==> src/rtl/gshare_pred_table_pkg.sv <==
// Shared definitions for the gshare/bimodal direction predictor:
// counter encodings, FSM states and the saturating-counter step.
package gshare_pred_table_pkg;

    // Two-bit counter encodings (strongly/weakly not-taken, weakly/strongly taken).
    localparam logic [1:0] CNT_SNT = 2'd0;
    localparam logic [1:0] CNT_WNT = 2'd1;
    localparam logic [1:0] CNT_WT  = 2'd2;
    localparam logic [1:0] CNT_ST  = 2'd3;

    // Widest counter the shared step function handles.
    localparam int SAT_MAX_W = 8;

    typedef enum logic {
        ST_INIT = 1'b0,
        ST_RUN  = 1'b1
    } state_t;

    // One training step: count up on taken, down on not-taken, never wrap.
    function automatic logic [SAT_MAX_W-1:0] sat_next(
        input logic [SAT_MAX_W-1:0] cnt,
        input logic [SAT_MAX_W-1:0] cnt_max,
        input logic                 taken
    );
        logic [SAT_MAX_W-1:0] nxt;
        nxt = cnt;
        if (taken && (cnt < cnt_max)) begin
            nxt = cnt + 1'b1;
        end else if (!taken && (cnt != '0)) begin
            nxt = cnt - 1'b1;
        end
        return nxt;
    endfunction

endpackage

==> src/rtl/gshare_pred_table_if.sv <==
// Fetch/execute side bundle of the direction predictor.
//
// Handshake: a request (pred_valid or upd_valid) is accepted on a rising
// edge only while ready=1; while ready=0 requests are dropped with no side
// effects. There is no backpressure once ready=1, so one predict and one
// update can be issued every cycle. rsp_valid is a single-cycle pulse one
// cycle after an accepted predict; rsp_taken/rsp_cnt/rsp_idx hold otherwise.
interface gshare_pred_table_if #(
    parameter int IDX_W = 7,
    parameter int CNT_W = 2
);
    logic             ready;
    logic             pred_valid;
    logic [IDX_W-1:0] pred_pc;
    logic             rsp_valid;
    logic             rsp_taken;
    logic [CNT_W-1:0] rsp_cnt;
    logic [IDX_W-1:0] rsp_idx;
    logic             upd_valid;
    logic [IDX_W-1:0] upd_idx;
    logic             upd_taken;

    modport master (
        input  ready, rsp_valid, rsp_taken, rsp_cnt, rsp_idx,
        output pred_valid, pred_pc, upd_valid, upd_idx, upd_taken
    );

    modport slave (
        output ready, rsp_valid, rsp_taken, rsp_cnt, rsp_idx,
        input  pred_valid, pred_pc, upd_valid, upd_idx, upd_taken
    );
endinterface

==> src/rtl/gshare_pred_table_sat_cnt.sv <==
// Combinational saturating counter step used on the training path.
module gshare_pred_table_sat_cnt
    import gshare_pred_table_pkg::*;
#(
    parameter int CNT_W = 2
) (
    input  logic [CNT_W-1:0] cnt,
    input  logic             taken,
    output logic [CNT_W-1:0] cnt_nxt
);
    localparam logic [SAT_MAX_W-1:0] CNT_MAX = SAT_MAX_W'((1 << CNT_W) - 1);

    assign cnt_nxt = CNT_W'(sat_next(SAT_MAX_W'(cnt), CNT_MAX, taken));
endmodule

==> src/rtl/gshare_pred_table.sv <==
// Branch-direction predictor: table of saturating counters indexed by PC,
// optionally XORed with a global history register. The table is cleared by
// an init sweep after reset; predictions return one cycle after the request.
module gshare_pred_table
    import gshare_pred_table_pkg::*;
#(
    parameter int IDX_W    = 7,
    parameter int CNT_W    = 2,
    parameter int HIST_W   = 4,
    parameter int GSHARE   = 1,
    parameter int INIT_CNT = 1
) (
    input  logic                 clk,
    input  logic                 reset,
    gshare_pred_table_if.slave   bus,
    output logic [HIST_W-1:0]    ghr,
    output state_t               state
);
    localparam int DEPTH = 1 << IDX_W;

    state_t            state_q, state_d;
    logic [IDX_W-1:0]  init_ptr_q, init_ptr_d;
    logic [CNT_W-1:0]  tbl [DEPTH];
    logic [HIST_W-1:0] ghr_q, ghr_shift;
    logic              run, pred_fire, upd_fire;
    logic [IDX_W-1:0]  pred_idx;
    logic [CNT_W-1:0]  upd_cur, upd_nxt, pred_cnt;
    logic              rsp_valid_q, rsp_taken_q;
    logic [CNT_W-1:0]  rsp_cnt_q;
    logic [IDX_W-1:0]  rsp_idx_q;

    assign run       = (state_q == ST_RUN);
    assign pred_fire = bus.pred_valid && run;
    assign upd_fire  = bus.upd_valid && run;

    // History is zero-extended to the index width before hashing.
    if (GSHARE != 0) begin : g_gshare
        assign pred_idx = bus.pred_pc ^ IDX_W'(ghr_q);
    end else begin : g_bimodal
        assign pred_idx = bus.pred_pc;
    end

    if (HIST_W == 1) begin : g_hist1
        assign ghr_shift = bus.upd_taken;
    end else begin : g_histn
        assign ghr_shift = {ghr_q[HIST_W-2:0], bus.upd_taken};
    end

    assign upd_cur = tbl[bus.upd_idx];

    gshare_pred_table_sat_cnt #(.CNT_W(CNT_W)) u_sat_cnt (
        .cnt     (upd_cur),
        .taken   (bus.upd_taken),
        .cnt_nxt (upd_nxt)
    );

    // Read the predicted counter, forwarding a same-cycle update to the same entry.
    always_comb begin
        pred_cnt = tbl[pred_idx];
        if (upd_fire && (bus.upd_idx == pred_idx)) begin
            pred_cnt = upd_nxt;
        end
    end

    // FSM state and sweep pointer.
    always_ff @(posedge clk or negedge reset) begin
        if (!reset) begin
            state_q    <= ST_INIT;
            init_ptr_q <= '0;
        end else begin
            state_q    <= state_d;
            init_ptr_q <= init_ptr_d;
        end
    end

    // Sweep every entry once, leave INIT after the last one is written.
    always_comb begin
        state_d    = state_q;
        init_ptr_d = init_ptr_q;
        case (state_q)
            ST_INIT: begin
                init_ptr_d = init_ptr_q + 1'b1;
                if (init_ptr_q == '1) begin
                    state_d = ST_RUN;
                end
            end
            default: begin
            end
        endcase
    end

    // Counter storage: no reset, the sweep gives it a defined value.
    always_ff @(posedge clk) begin
        if (state_q == ST_INIT) begin
            tbl[init_ptr_q] <= CNT_W'(INIT_CNT);
        end else if (upd_fire) begin
            tbl[bus.upd_idx] <= upd_nxt;
        end
    end

    // Global history shifts in each resolved direction.
    always_ff @(posedge clk or negedge reset) begin
        if (!reset) begin
            ghr_q <= '0;
        end else if (upd_fire) begin
            ghr_q <= ghr_shift;
        end
    end

    // Registered response; data holds when no predict is accepted.
    always_ff @(posedge clk or negedge reset) begin
        if (!reset) begin
            rsp_valid_q <= 1'b0;
            rsp_taken_q <= 1'b0;
            rsp_cnt_q   <= '0;
            rsp_idx_q   <= '0;
        end else begin
            rsp_valid_q <= pred_fire;
            if (pred_fire) begin
                rsp_taken_q <= pred_cnt[CNT_W-1];
                rsp_cnt_q   <= pred_cnt;
                rsp_idx_q   <= pred_idx;
            end
        end
    end

    assign bus.ready     = run;
    assign bus.rsp_valid = rsp_valid_q;
    assign bus.rsp_taken = rsp_taken_q;
    assign bus.rsp_cnt   = rsp_cnt_q;
    assign bus.rsp_idx   = rsp_idx_q;
    assign ghr           = ghr_q;
    assign state         = state_q;
endmodule

==> src/flat_wrapper.sv <==
// flat-port wrapper written by rule: the top's interface ports become plain ports
module gshare_pred_table_flat import gshare_pred_table_pkg::*;
#(
    parameter int IDX_W    = 7,
    parameter int CNT_W    = 2,
    parameter int HIST_W   = 4,
    parameter int GSHARE   = 1,
    parameter int INIT_CNT = 1
)
  (clk, reset, ghr, state, bus_ready, bus_rsp_valid, bus_rsp_taken, bus_rsp_cnt, bus_rsp_idx, bus_pred_valid, bus_pred_pc, bus_upd_valid, bus_upd_idx, bus_upd_taken);
  gshare_pred_table_if #(.IDX_W(IDX_W), .CNT_W(CNT_W)) bus_i ();
  input  logic clk;
  input  logic reset;
  output logic [HIST_W-1:0] ghr;
  output state_t state;
  output wire logic [$bits(bus_i.ready)-1:0] bus_ready;
  output wire logic [$bits(bus_i.rsp_valid)-1:0] bus_rsp_valid;
  output wire logic [$bits(bus_i.rsp_taken)-1:0] bus_rsp_taken;
  output wire logic [$bits(bus_i.rsp_cnt)-1:0] bus_rsp_cnt;
  output wire logic [$bits(bus_i.rsp_idx)-1:0] bus_rsp_idx;
  input wire logic [$bits(bus_i.pred_valid)-1:0] bus_pred_valid;
  input wire logic [$bits(bus_i.pred_pc)-1:0] bus_pred_pc;
  input wire logic [$bits(bus_i.upd_valid)-1:0] bus_upd_valid;
  input wire logic [$bits(bus_i.upd_idx)-1:0] bus_upd_idx;
  input wire logic [$bits(bus_i.upd_taken)-1:0] bus_upd_taken;
  assign bus_ready = bus_i.ready;
  assign bus_rsp_valid = bus_i.rsp_valid;
  assign bus_rsp_taken = bus_i.rsp_taken;
  assign bus_rsp_cnt = bus_i.rsp_cnt;
  assign bus_rsp_idx = bus_i.rsp_idx;
  assign bus_i.pred_valid = bus_pred_valid;
  assign bus_i.pred_pc = bus_pred_pc;
  assign bus_i.upd_valid = bus_upd_valid;
  assign bus_i.upd_idx = bus_upd_idx;
  assign bus_i.upd_taken = bus_upd_taken;
  gshare_pred_table #(.IDX_W(IDX_W), .CNT_W(CNT_W), .HIST_W(HIST_W), .GSHARE(GSHARE), .INIT_CNT(INIT_CNT)) u_core (.clk(clk), .reset(reset), .bus(bus_i), .ghr(ghr), .state(state));
endmodule
==> config.mk <==
export PLATFORM = sky130hd
export DESIGN_NAME = gshare_pred_table_flat
export DESIGN_NICKNAME = d
export VERILOG_FILES = /design/src/rtl/gshare_pred_table_pkg.sv /design/src/rtl/gshare_pred_table_if.sv /design/src/rtl/gshare_pred_table_sat_cnt.sv /design/src/rtl/gshare_pred_table.sv /design/src/flat_wrapper.sv
export SDC_FILE = /design/constraint.sdc
export NUM_CORES = 1
export LEC_CHECK = 0
export ABC_AREA = 1
export BUFFER_PORTS_ARGS = -buffer_cell sky130_fd_sc_hd__buf_2
export CAP_MARGIN = 30
export CORE_AREA = 3 3 243 150
export CTS_CLUSTER_DIAMETER = 80
export DETAILED_ROUTE_END_ITERATION = 12
export DIE_AREA = 0 0 246 153
export GPL_ROUTABILITY_DRIVEN = 0
export PLACE_DENSITY = 0.66
export SYNTH_ARGS = -nofsm -noshare
export SYNTH_HDL_FRONTEND = slang
export SYNTH_SLANG_ARGS = --single-unit
export TNS_END_PERCENT = 20
==> constraint.sdc <==
create_clock -name clk -period 6.76 [get_ports clk]
set_input_delay 0.676 -clock clk [delete_from_list [all_inputs] [get_ports clk]]
set_output_delay 0.676 -clock clk [all_outputs]
set_load 0.05 [all_outputs]
==> results.txt, run 1 <==
Die Y-Extent = 153 um
First-pass GRT wire length = 73500 um
Via Count = 13600
Register share of total power = 50.1%
Final worst-path cycle share = 64.0%
Post-synth top area share = 49.9%
Post-synth cell types = 30
Post-route DRC = 0
Slew @ Worst Pin = 1.01 ns
Gr busiest metal = met1
Min Tclk post-route = 4.33 ns
Vias in the first global route = 12392
Final HPWL DP = 29600 um
1st-iter DRT viols = 2149
Die area = 37600 sq um
Register area share after synthesis = 53.4%
Setup repair bufs after CTS = 0
Grt met1 use = 37.7%
Area Growth Syn to Fin = 8.13%
WS Path Type = in2reg
Clock Tree Buf Depth = 3
Syn avg cell area = 8.13 sq um
Setup crit end kind = register
Cts repair resizes = 0
Post-Syn Area = 15400 sq um
Core Area = 34500 sq um
Nets = 1890
Root Buffer = clkbuf_16
Met3 usage = 8.68%
Cells after Synth = 1897
Skew final = 0.0186 ns
Hold_buf cts = 0
Clock slew at reported path FFs = 0.06 ns
Ratio of cells with drive above 1 in the final layout = 6.36%
H-tree depth = 1
Internal = 2.78 mW
Slew Viols, Final = 0
Mapped Nets = 1919
FP Rows = 53
GRT overflow = 0
Fin util = 48.2%
Detailed-route vias per instance = 5.77
Hold WC Path Type = in2async
Post-DR wirelength/cell = 20.6 um
CP max FO = 83
Clk Latency, worst-skew pair = 0.57 ns
Largest net degree at the start of global routing = 89
Pwr per Cell Area = 221 nW/um^2
Area leader, netlist = edfxtp_1
Combinational fraction of design power = 8.7%
Worst slew margin = 32.5%
Flip-flop and latch count after synthesis = 278
Sw frac = 24.7%
Port Buffer Count = 35
Yosys warns = 0
Worst Setup Start Kind = input port
CTS sink count = 278
Number of nets still failing antenna checks after routing = 0
Clock Power Share = 41.2%
# IOs = 36
Endpoints failing setup = 0
Static Leak = 7.24 nW
Initial antenna violation count = 1
Number of buffers created by CTS = 26
Req. time, crit path = 7.02 ns
DIE WIDTH = 246 um
Area contributors post-synth = edfxtp_1, nand2_1, nand3_1
GRT Total Usage = 25.4%
Pre-antenna DRT Iters = 6
Final hold vios = 0
Unrepaired setup endpoints after global routing = false
Setup TNS = 0 ns
NetSw = 0.910 mW
Max frequency = 0.231 GHz
Maximum VDD drop = 0.206 mV
Worst EP arrival = 4.58 ns
Max-cap violations = 0
Status = finished clean
CTS tree = yes
Initial Utilization = 44.6%
GRT met2 Usage = 34.9%
Final wirelength = 48600 um
[path summary, 6_finish.rpt]
| path | start | to | slack, ns | cells past startpoint |
|---|---|---|---|---|
| worst max-delay path | bus_upd_idx[0] | u_core.tbl[62][0] | 2.43 | 17 |
| worst min-delay path | reset | u_core.bus.rsp_idx[1] | 0.08 | 1 |
| worst max register to register | u_core.tbl[69][1] | u_core.tbl[62][0] | 3.27 | 16 |
| worst min register to register | u_core.bus.rsp_idx[2] | u_core.bus.rsp_idx[2] | 0.48 | 2 |
| max in group asynchronous | reset | u_core.bus.rsp_cnt[0] | 6.33 | 1 |
| min in group clk | u_core.bus.rsp_idx[2] | u_core.bus.rsp_idx[2] | 0.48 | 2 |
[registers in the layout (all words and copies together), names as in the netlist]
register,flops
u_core.bus.ready,1
u_core.init_ptr_q,7
u_core.bus.rsp_valid,1
u_core.bus.rsp_cnt,2
u_core.bus.rsp_idx,7
u_core.ghr,4
u_core.tbl,256
[critical path, cell delays in order]
cell,delay (ns)
buf_4,0.31
buf_4,0.76
o21ai_0,0.33
nand3_1,0.14
nand3_1,0.12
nand2_1,0.13
nand2_1,0.05
nand3_1,0.09
nand3_1,0.11
nand2_1,0.12
inv_1,0.05
ha_1,0.19
nor2_1,0.18
nor2_1,0.09
nand2_1,0.13
nand3_4,0.50
buf_4,0.49
[logic make-up (layout without fill, tap and decap cells)]
group,after synthesis,after routing,share of synthesized area (%)
compound gates,132,132,4.72
xor+xnor,12,12,0.682
fa+ha+maj,3,3,0.244
buf+inv,330,321,9.46
flops,278,278,53.4
other cells,0,1,0
simple gates,1142,1142,31.5
[power by group through the flow]
stage                     registers [mW]  clock network, mW  logic, mW
after global routing                1.85               1.60      0.344
final                               1.85               1.52      0.319
after global placement              1.89                  0      0.298
after CTS                           1.85               1.53      0.305
after floorplan                     1.89                  0      0.217
after detailed placement            1.89                  0      0.304
[Yosys cell counts]
master       n
nand2_1    570
nand3_1    405
edfxtp_1   256
inv_1      208
nor2_1     146
buf_2       67
o21ai_0     57
a21oi_1     43
clkbuf_1    24
dfrtp_1     22
o211ai_1    22
buf_6       14
xor2_1       9
buf_4        8
o21ai_1      7
buf_1        4
inv_2        4
nand2_2      4
nor3_1       4
or2_2        4
ha_1         3
nand4_1      3
xnor2_1      3
nand2_4      2
o21ai_2      2
or2_1        2
clkinv_1     1
nor2_2       1
nor4_1       1
o2111ai_1    1
[layout by cell type (no fill, tap or decap), types with 4 or more instances in the layout]
master and instances:
buf_2 34, o21ai_0 57, inv_1 206, nor2_1 145, o21ai_1 7, clkinv_1 4, clkbuf_16 28, nand2_2 4
or2_2 4, nand2_1 569, o211ai_1 22, edfxtp_1 256, clkbuf_1 7, dfrtp_1 22, clkinv_2 6, nand3_1 404
xor2_1 9, buf_4 20, inv_2 4, nor3_1 4, a21oi_1 43
[layer usage]
metal  part of all wire [%]  wire, um
met1                     41     20100
met4                    3.0      1480
met2                     40     19500
met5                      0         0
met3                     15      7480
[per-stage QoR]
stage	hold slack, ns	instance area (sq um)	setup slack [ns]	std cells	power [mW]
final	0.0841	16700	2.43	2356	3.69
after global routing	0.125	16700	2.21	2356	3.79
after CTS	0.0927	16600	2.55	2353	3.68
after detailed placement	0.460	15800	1.96	2305	2.19
after global placement	0.463	15700	1.80	2301	2.18
after floorplan	0.380	15400	0.694	1897	2.10
[final cells by class]
cell class | instances | area, sq um
diodes | 1 | 2.50
clock buffers | 36 | 741
clock inverters | 12 | 116
fillers | 3242 | 17900
inverters | 213 | 800
multi-input cells | 1289 | 5750
flip-flops and latches | 278 | 8240
well taps | 467 | 584
repair buffers | 60 | 440
Note: power is estimated with default switching activity, not from simulation.
==> run 2: changes to the inputs <==
--- a/config.mk
+++ b/config.mk
@@ -13,7 +13,7 @@
 export DETAILED_ROUTE_END_ITERATION = 12
 export DIE_AREA = 0 0 246 153
 export GPL_ROUTABILITY_DRIVEN = 0
-export PLACE_DENSITY = 0.66
+export PLACE_DENSITY = 0.68
 export SYNTH_ARGS = -nofsm -noshare
 export SYNTH_HDL_FRONTEND = slang
 export SYNTH_SLANG_ARGS = --single-unit
==> constraint.sdc (replaced) <==
create_clock -name clk -period 3.7 [get_ports clk]
set_input_delay 0.37 -clock clk [delete_from_list [all_inputs] [get_ports clk]]
set_output_delay 0.37 -clock clk [all_outputs]
set_load 0.05 [all_outputs]
==> run 2 against run 1 <==
Largest cell class unchanged. Highest routed layer unchanged. First-iteration DRC count shrank 7.4%. Final cell count grew 0.72%. Design area grew 1.3%.
==> results.txt, run 2 (synthesis results as in run 1) <==
Die Y-Extent = 153 um (unchanged)
Final worst-path cycle share = 79.0%
Req. time, crit path = 3.93 ns (-3.09 ns)
Max frequency = 0.342 GHz
GRT Total Usage = 25.4% (+0.067 points)
Slew Viols, Final = 0 (unchanged)
Clock Tree Buf Depth = 3 (unchanged)
H-tree depth = 1 (unchanged)
FP Rows = 53 (unchanged)
Post-DR wirelength/cell = 20.3 um (-1.4%)
Ratio of cells with drive above 1 in the final layout = 7.19% (+0.84 points)
Endpoints failing setup = 0 (unchanged)
Final HPWL DP = 30200 um (+2.0%)
Slew @ Worst Pin = 1.03 ns (+0.0223 ns)
Die area = 37600 sq um (unchanged)
Pwr per Cell Area = 405 nW/um^2 (+83%)
Root Buffer = clkbuf_16
First-pass GRT wire length = 74100 um (+0.80%)
Worst EP arrival = 3.15 ns (-1.43 ns)
Clk Latency, worst-skew pair = 0.56 ns (about the same)
Worst slew margin = 31.2% (-1.4 points)
Min Tclk post-route = 2.92 ns
Most common cell after layout, fill and taps aside = nand2_1
1st-iter DRT viols = 1991 (-7.4%)
Unrepaired setup endpoints after global routing = false
Hold Path Stages = 3
Final wirelength = 48200 um (-0.70%)
Commonest non-fill, non-tap cells in the layout = nand2_1, nand3_1, edfxtp_1, inv_1, nor2_1
Largest net degree at the start of global routing = 98 (+10%)
Cts repair resizes = 0 (unchanged)
Setup crit end kind = register
CTS sink count = 278 (unchanged)
Port Buffer Count = 35 (unchanged)
Via Count = 13548 (-0.38%)
Initial antenna violation count = 1 (unchanged)
Hold WC Path Type = in2reg
Vias in the first global route = 12674 (+2.3%)
Pre-antenna DRT Iters = 6 (unchanged)
Reg2Reg Depth = 8 (-8)
WS Path Type = reg2reg
CTS tree = yes
Status = finished clean
Area Growth Syn to Fin = 9.58%
Skew final = 0.0177 ns (-0.000910 ns)
Max-cap violations = 0 (unchanged)
Biggest register = u_core.tbl
Setup TNS = 0 ns (unchanged)
Max reg flops = 256 (unchanged)
Final hold vios = 0 (unchanged)
Core Area = 34500 sq um (unchanged)
Maximum VDD drop = 0.296 mV (+44%)
Fin util = 48.9% (+0.64 points)
Nets = 1907 (+0.90%)
# IOs = 36 (unchanged)
Number of nets still failing antenna checks after routing = 0 (unchanged)
Initial Utilization = 44.6% (unchanged)
CP max FO = 20 (-76%)
Fillers = 3266 (+0.74%)
Detailed-route vias per instance = 5.71 (-1.1%)
GRT overflow = 0 (unchanged)
Worst Setup Start Kind = register
Number of buffers created by CTS = 26 (unchanged)
DIE WIDTH = 246 um (unchanged)
Post-route DRC = 0 (unchanged)
Clock slew at reported path FFs = 0.07 ns (about the same)
Static Leak = 7.37 nW (+1.8%)
-- run 2: cell count changes in the layout (fill, tap and decap cells not counted) --
cell and delta:
dlygate4sd3_1 +1, clkbuf_1 -3, clkbuf_8 +1, bufinv_16 +2, buf_12 +9, buf_4 +11
buf_8 -2, clkinvlp_4 -2, clkbuf_16 -1, inv_1 +2, buf_16 -2, clkinv_2 +1
-- run 2: path summary, 6_finish.rpt --
| kind | startpoint | slack [ns] | end |
|---|---|---|---|
| max reg2reg | u_core.bus.ready | 0.78 | u_core.tbl[45][0] |
| min reg2reg | u_core.bus.rsp_cnt[0] | 0.48 | u_core.bus.rsp_cnt[0] |
| max in group asynchronous | reset | 3.03 | u_core.init_ptr_q[2] |
| min | bus_pred_pc[6] | 0.23 | u_core.bus.rsp_idx[6] |
| max | u_core.bus.ready | 0.78 | u_core.tbl[45][0] |
| min in group asynchronous | reset | 0.32 | u_core.bus.rsp_idx[5] |
-- run 2: what timing repair did --
item / in CTS / in global routing
buffers inserted: 0 / 0
hold buffers: 1 / 0
hold endpoints to repair: 22 / 0
-- run 2: per-stage QoR --
stage	setup slack [ns]	hold slack [ns]	power (mW)	cell area, sq um	cells
after floorplan	0.142	0.0744	3.85	15400	1897
after global placement	0.595	0.356	4.02	16000	2322
after detailed placement	0.591	0.364	4.02	16000	2323
after CTS	0.853	0.223	6.85	16900	2372
after global routing	0.628	0.261	7.03	16900	2373
final	0.776	0.234	6.85	16900	2373
-- run 2: critical path: stages, from the launching register on --
cell     delay [ns]
dfrtp_1        0.47
nand2_1        0.14
buf_4          0.27
nand2_1        0.10
o21ai_2        0.13
inv_1          0.15
nor3_1         0.28
nand2_1        0.63
nor2_1         0.42
-- run 2: layout make-up --
| class | count | area [sq um] | share of cell area (%) |
|---|---|---|---|
| Clock inverter | 15 | 174 | 1.03 |
| Inverter | 213 | 800 | 4.73 |
| Antenna cell | 1 | 2.50 | 0.0148 |
| Sequential cell | 278 | 8240 | 48.8 |
| Timing Repair Buffer | 77 | 628 | 3.72 |
| Tap cell | 467 | 584 | 3.46 |
| Multi-Input combinational cell | 1289 | 5750 | 34.0 |
| Clock buffer | 33 | 718 | 4.25 |
-- run 2: per-layer routing --
layer  up-vias  track usage, %  part of all wire, %
met5         -               0                    0
met4         0            6.04                  2.4
met3        96            9.45                   16
met2       887            35.1                   41
met1      6333            37.7                   41
li1       6232               -                    -
-- run 2: power by group --
part           leakage (nW)  switching (mW)  internal [mW]
Combinational          4.54           0.429          0.171
Clock                 0.441            1.22           1.65
Sequential             2.39               0           3.38
==> run 3: changes to the inputs <==
--- a/config.mk
+++ b/config.mk
@@ -13,7 +13,7 @@
 export DETAILED_ROUTE_END_ITERATION = 12
 export DIE_AREA = 0 0 246 153
 export GPL_ROUTABILITY_DRIVEN = 0
-export PLACE_DENSITY = 0.68
+export PLACE_DENSITY = 0.66
 export SYNTH_ARGS = -nofsm -noshare
 export SYNTH_HDL_FRONTEND = slang
 export SYNTH_SLANG_ARGS = --single-unit
==> constraint.sdc (replaced) <==
create_clock -name clk -period 2.9 [get_ports clk]
set_input_delay 0.29 -clock clk [delete_from_list [all_inputs] [get_ports clk]]
set_output_delay 0.29 -clock clk [all_outputs]
set_load 0.05 [all_outputs]
==> run 3 against run 2 <==
Setup slack got worse by 0.55 ns. Maximum frequency rose by 9.4%. First-iteration DRC count rose by 5.1%. Combinational power rose by 40%. Die area did not move. Count of clock-buffer cells in the layout is 1 higher. Sequential power is 28% higher. Non-clock buffer count increased by 43. Core utilization increased by 1.8 points. Flip-flop and latch count unchanged. Critical path type unchanged.
==> results.txt, run 3 (synthesis results as in run 1) <==
Worst Setup SP = u_core.tbl[89][1]
Req. time, crit path = 3.21 ns (-0.72 ns)
Final worst-path cycle share = 92.2% (+13 points)
Detailed-route vias per instance = 5.72 (+0.14%)
Most common cell after layout, fill and taps aside = nand2_1
Hold WC Path Type = in2reg
Final hold vios = 0 (unchanged)
CTS tree = yes
Worst reg2reg startpoint = u_core.tbl[89][1]
Endpoints failing setup = 0 (unchanged)
Slew @ Worst Pin = 0.949 ns (-0.0824 ns)
Biggest register = u_core.tbl
Number of buffers created by CTS = 27 (+3.8%)
Buf+Inv Stages, Crit Path = 3 (+1)
Final wirelength = 49300 um (+2.2%)
Area Growth Syn to Fin = 13.6%
Clock slew at reported path FFs = 0.07 ns (about the same)
1st-iter DRT viols = 2092 (+5.1%)
Initial Utilization = 44.6% (unchanged)
Skew final = 0.0368 ns (+0.0191 ns)
Post-route DRC = 0 (unchanged)
Die area = 37600 sq um (unchanged)
Post-DR wirelength/cell = 20.4 um (+0.38%)
Setup crit end kind = register
Final HPWL DP = 32100 um (+6.2%)
CP cell instances = a21oi_1 > o21ai_0 > nand3_1 > nand3_1 > nand2_1 > nand2_1 > nand3_1 > nand3_1 > nand2_1 > inv_1 > ha_2 > nor2_2 > nor2_1 > nand2_1 > nand3_4 > buf_12 > buf_12
# IOs = 36 (unchanged)
Static Leak = 7.66 nW (+4.0%)
Unrepaired setup endpoints after global routing = false
Min Tclk post-route = 2.67 ns (-0.250 ns)
Pwr per Cell Area = 503 nW/um^2 (+24%)
FP Rows = 53 (unchanged)
First-pass GRT wire length = 75700 um (+2.2%)
Slowest-stage cell, CP = edfxtp_1
HP Start = bus_pred_pc[6]
Vias in the first global route = 12861 (+1.5%)
Clk Latency, worst-skew pair = 0.58 ns (+0.02 ns)
Status = finished clean
DIE WIDTH = 246 um (unchanged)
Worst slew margin = 36.6% (+5.5 points)
Largest net degree at the start of global routing = 68 (-31%)
Number of nets still failing antenna checks after routing = 0 (unchanged)
CP max FO = 17 (-15%)
WS Path Type = reg2reg
Root Buffer = clkbuf_16
Power Total = 8.80 mW (+29%)
Max frequency = 0.374 GHz (+9.4%)
GRT overflow = 0 (unchanged)
Setup TNS = 0 ns (unchanged)
Port Buffer Count = 35 (unchanged)
Maximum VDD drop = 0.448 mV (+51%)
CTS sink count = 278 (unchanged)
Worst EP arrival = 2.98 ns (-0.17 ns)
Slowest stage delay, CP = 0.41 ns (-0.22 ns)
Footprint of the multi-input gates = 5810 sq um (+1.1%)
Worst Setup Start Kind = register
Slew Viols, Final = 0 (unchanged)
Reg area = 8240 sq um (unchanged)
Core Area = 34500 sq um (unchanged)
Nets = 1951 (+2.3%)
Placement Setup Slack = -0.129 ns (-0.719 ns)
Hold_ws = 0.146 ns (-0.0871 ns)
H-tree depth = 1 (unchanged)
Die Y-Extent = 153 um (unchanged)
Max-cap violations = 0 (unchanged)
Diode count = 0 (-1)
Commonest non-fill, non-tap cells in the layout = nand2_1, nand3_1, edfxtp_1, inv_1, nor2_1
Max reg flops = 256 (unchanged)
Initial antenna violation count = 0 (-1)
Via Count = 13818 (+2.0%)
Delay-heaviest family, CP = simple AND/OR/NAND/NOR gates
Fillers = 3236 (-0.92%)
Clock Tree Buf Depth = 3 (unchanged)
Pre-antenna DRT Iters = 6 (unchanged)
Final setup margin = 0.226 ns (-0.550 ns)
GRT Total Usage = 26.1% (+0.63 points)
Ratio of cells with drive above 1 in the final layout = 10.3% (+3.1 points)
-- run 3: timing repair --
action                     4_1_cts  5_1_grt
hold endpoints to repair        22        0
setup endpoints to repair        0       44
hold buffers                     1        0
buffers inserted                 0        0
gates resized for setup          0        2
-- run 3: metal layers --
| metal | vias up | track usage, % | wire, um |
|---|---|---|---|
| met5 | - | 0 | 0 |
| met4 | 0 | 7.33 | 1470 |
| met3 | 125 | 7.87 | 7290 |
| met2 | 997 | 36.5 | 20000 |
| met1 | 6379 | 38.9 | 20600 |
| li1 | 6317 | - | - |
-- run 3: final cells by class --
type / instances / share of cell area [%]
timing repair buffer: 120 / 6.71
multi-input combinational: 1289 / 33.2
tap: 467 / 3.34
sequential: 278 / 47.0
clock inverter: 16 / 0.814
inverter: 213 / 4.56
clock buffer: 34 / 4.36
-- run 3: power by group --
part	internal (mW)	switching, mW	total, mW
Clock	2.05	1.60	3.65
Sequential	4.31	0	4.31
Combinational	0.274	0.567	0.841
Total	6.64	2.16	8.80
-- run 3: path summary, 6_finish.rpt --
| path | endpoint | slack [ns] | depth (start not counted) |
|---|---|---|---|
| max | u_core.tbl[47][0] | 0.23 | 17 |
| max reg2reg | u_core.tbl[47][0] | 0.23 | 17 |
| min in group asynchronous | u_core.bus.rsp_idx[4] | 0.23 | 2 |
| max in group asynchronous | u_core.ghr[1] | 2.29 | 2 |
| min | u_core.bus.rsp_idx[6] | 0.15 | 3 |
| min reg2reg | u_core.bus.rsp_idx[4] | 0.48 | 2 |
-- run 3: stage by stage --
step	area [sq um]	utilization (%)	std cells
after floorplan	15600	-	1897
after global placement	16600	48.0	2366
after detailed placement	16600	48.0	2366
after CTS	17500	50.7	2417
after global routing	17500	50.7	2417
final	17500	50.7	2417
-- run 3: worst reg2reg max path, cell delays in order (launching register included) --
cell	delay (ns)
edfxtp_1	0.41
a21oi_1	0.19
o21ai_0	0.13
nand3_1	0.12
nand3_1	0.09
nand2_1	0.08
nand2_1	0.05
nand3_1	0.10
nand3_1	0.11
nand2_1	0.11
inv_1	0.05
ha_2	0.17
nor2_2	0.13
nor2_1	0.07
nand2_1	0.14
nand3_4	0.14
buf_12	0.19
buf_12	0.15
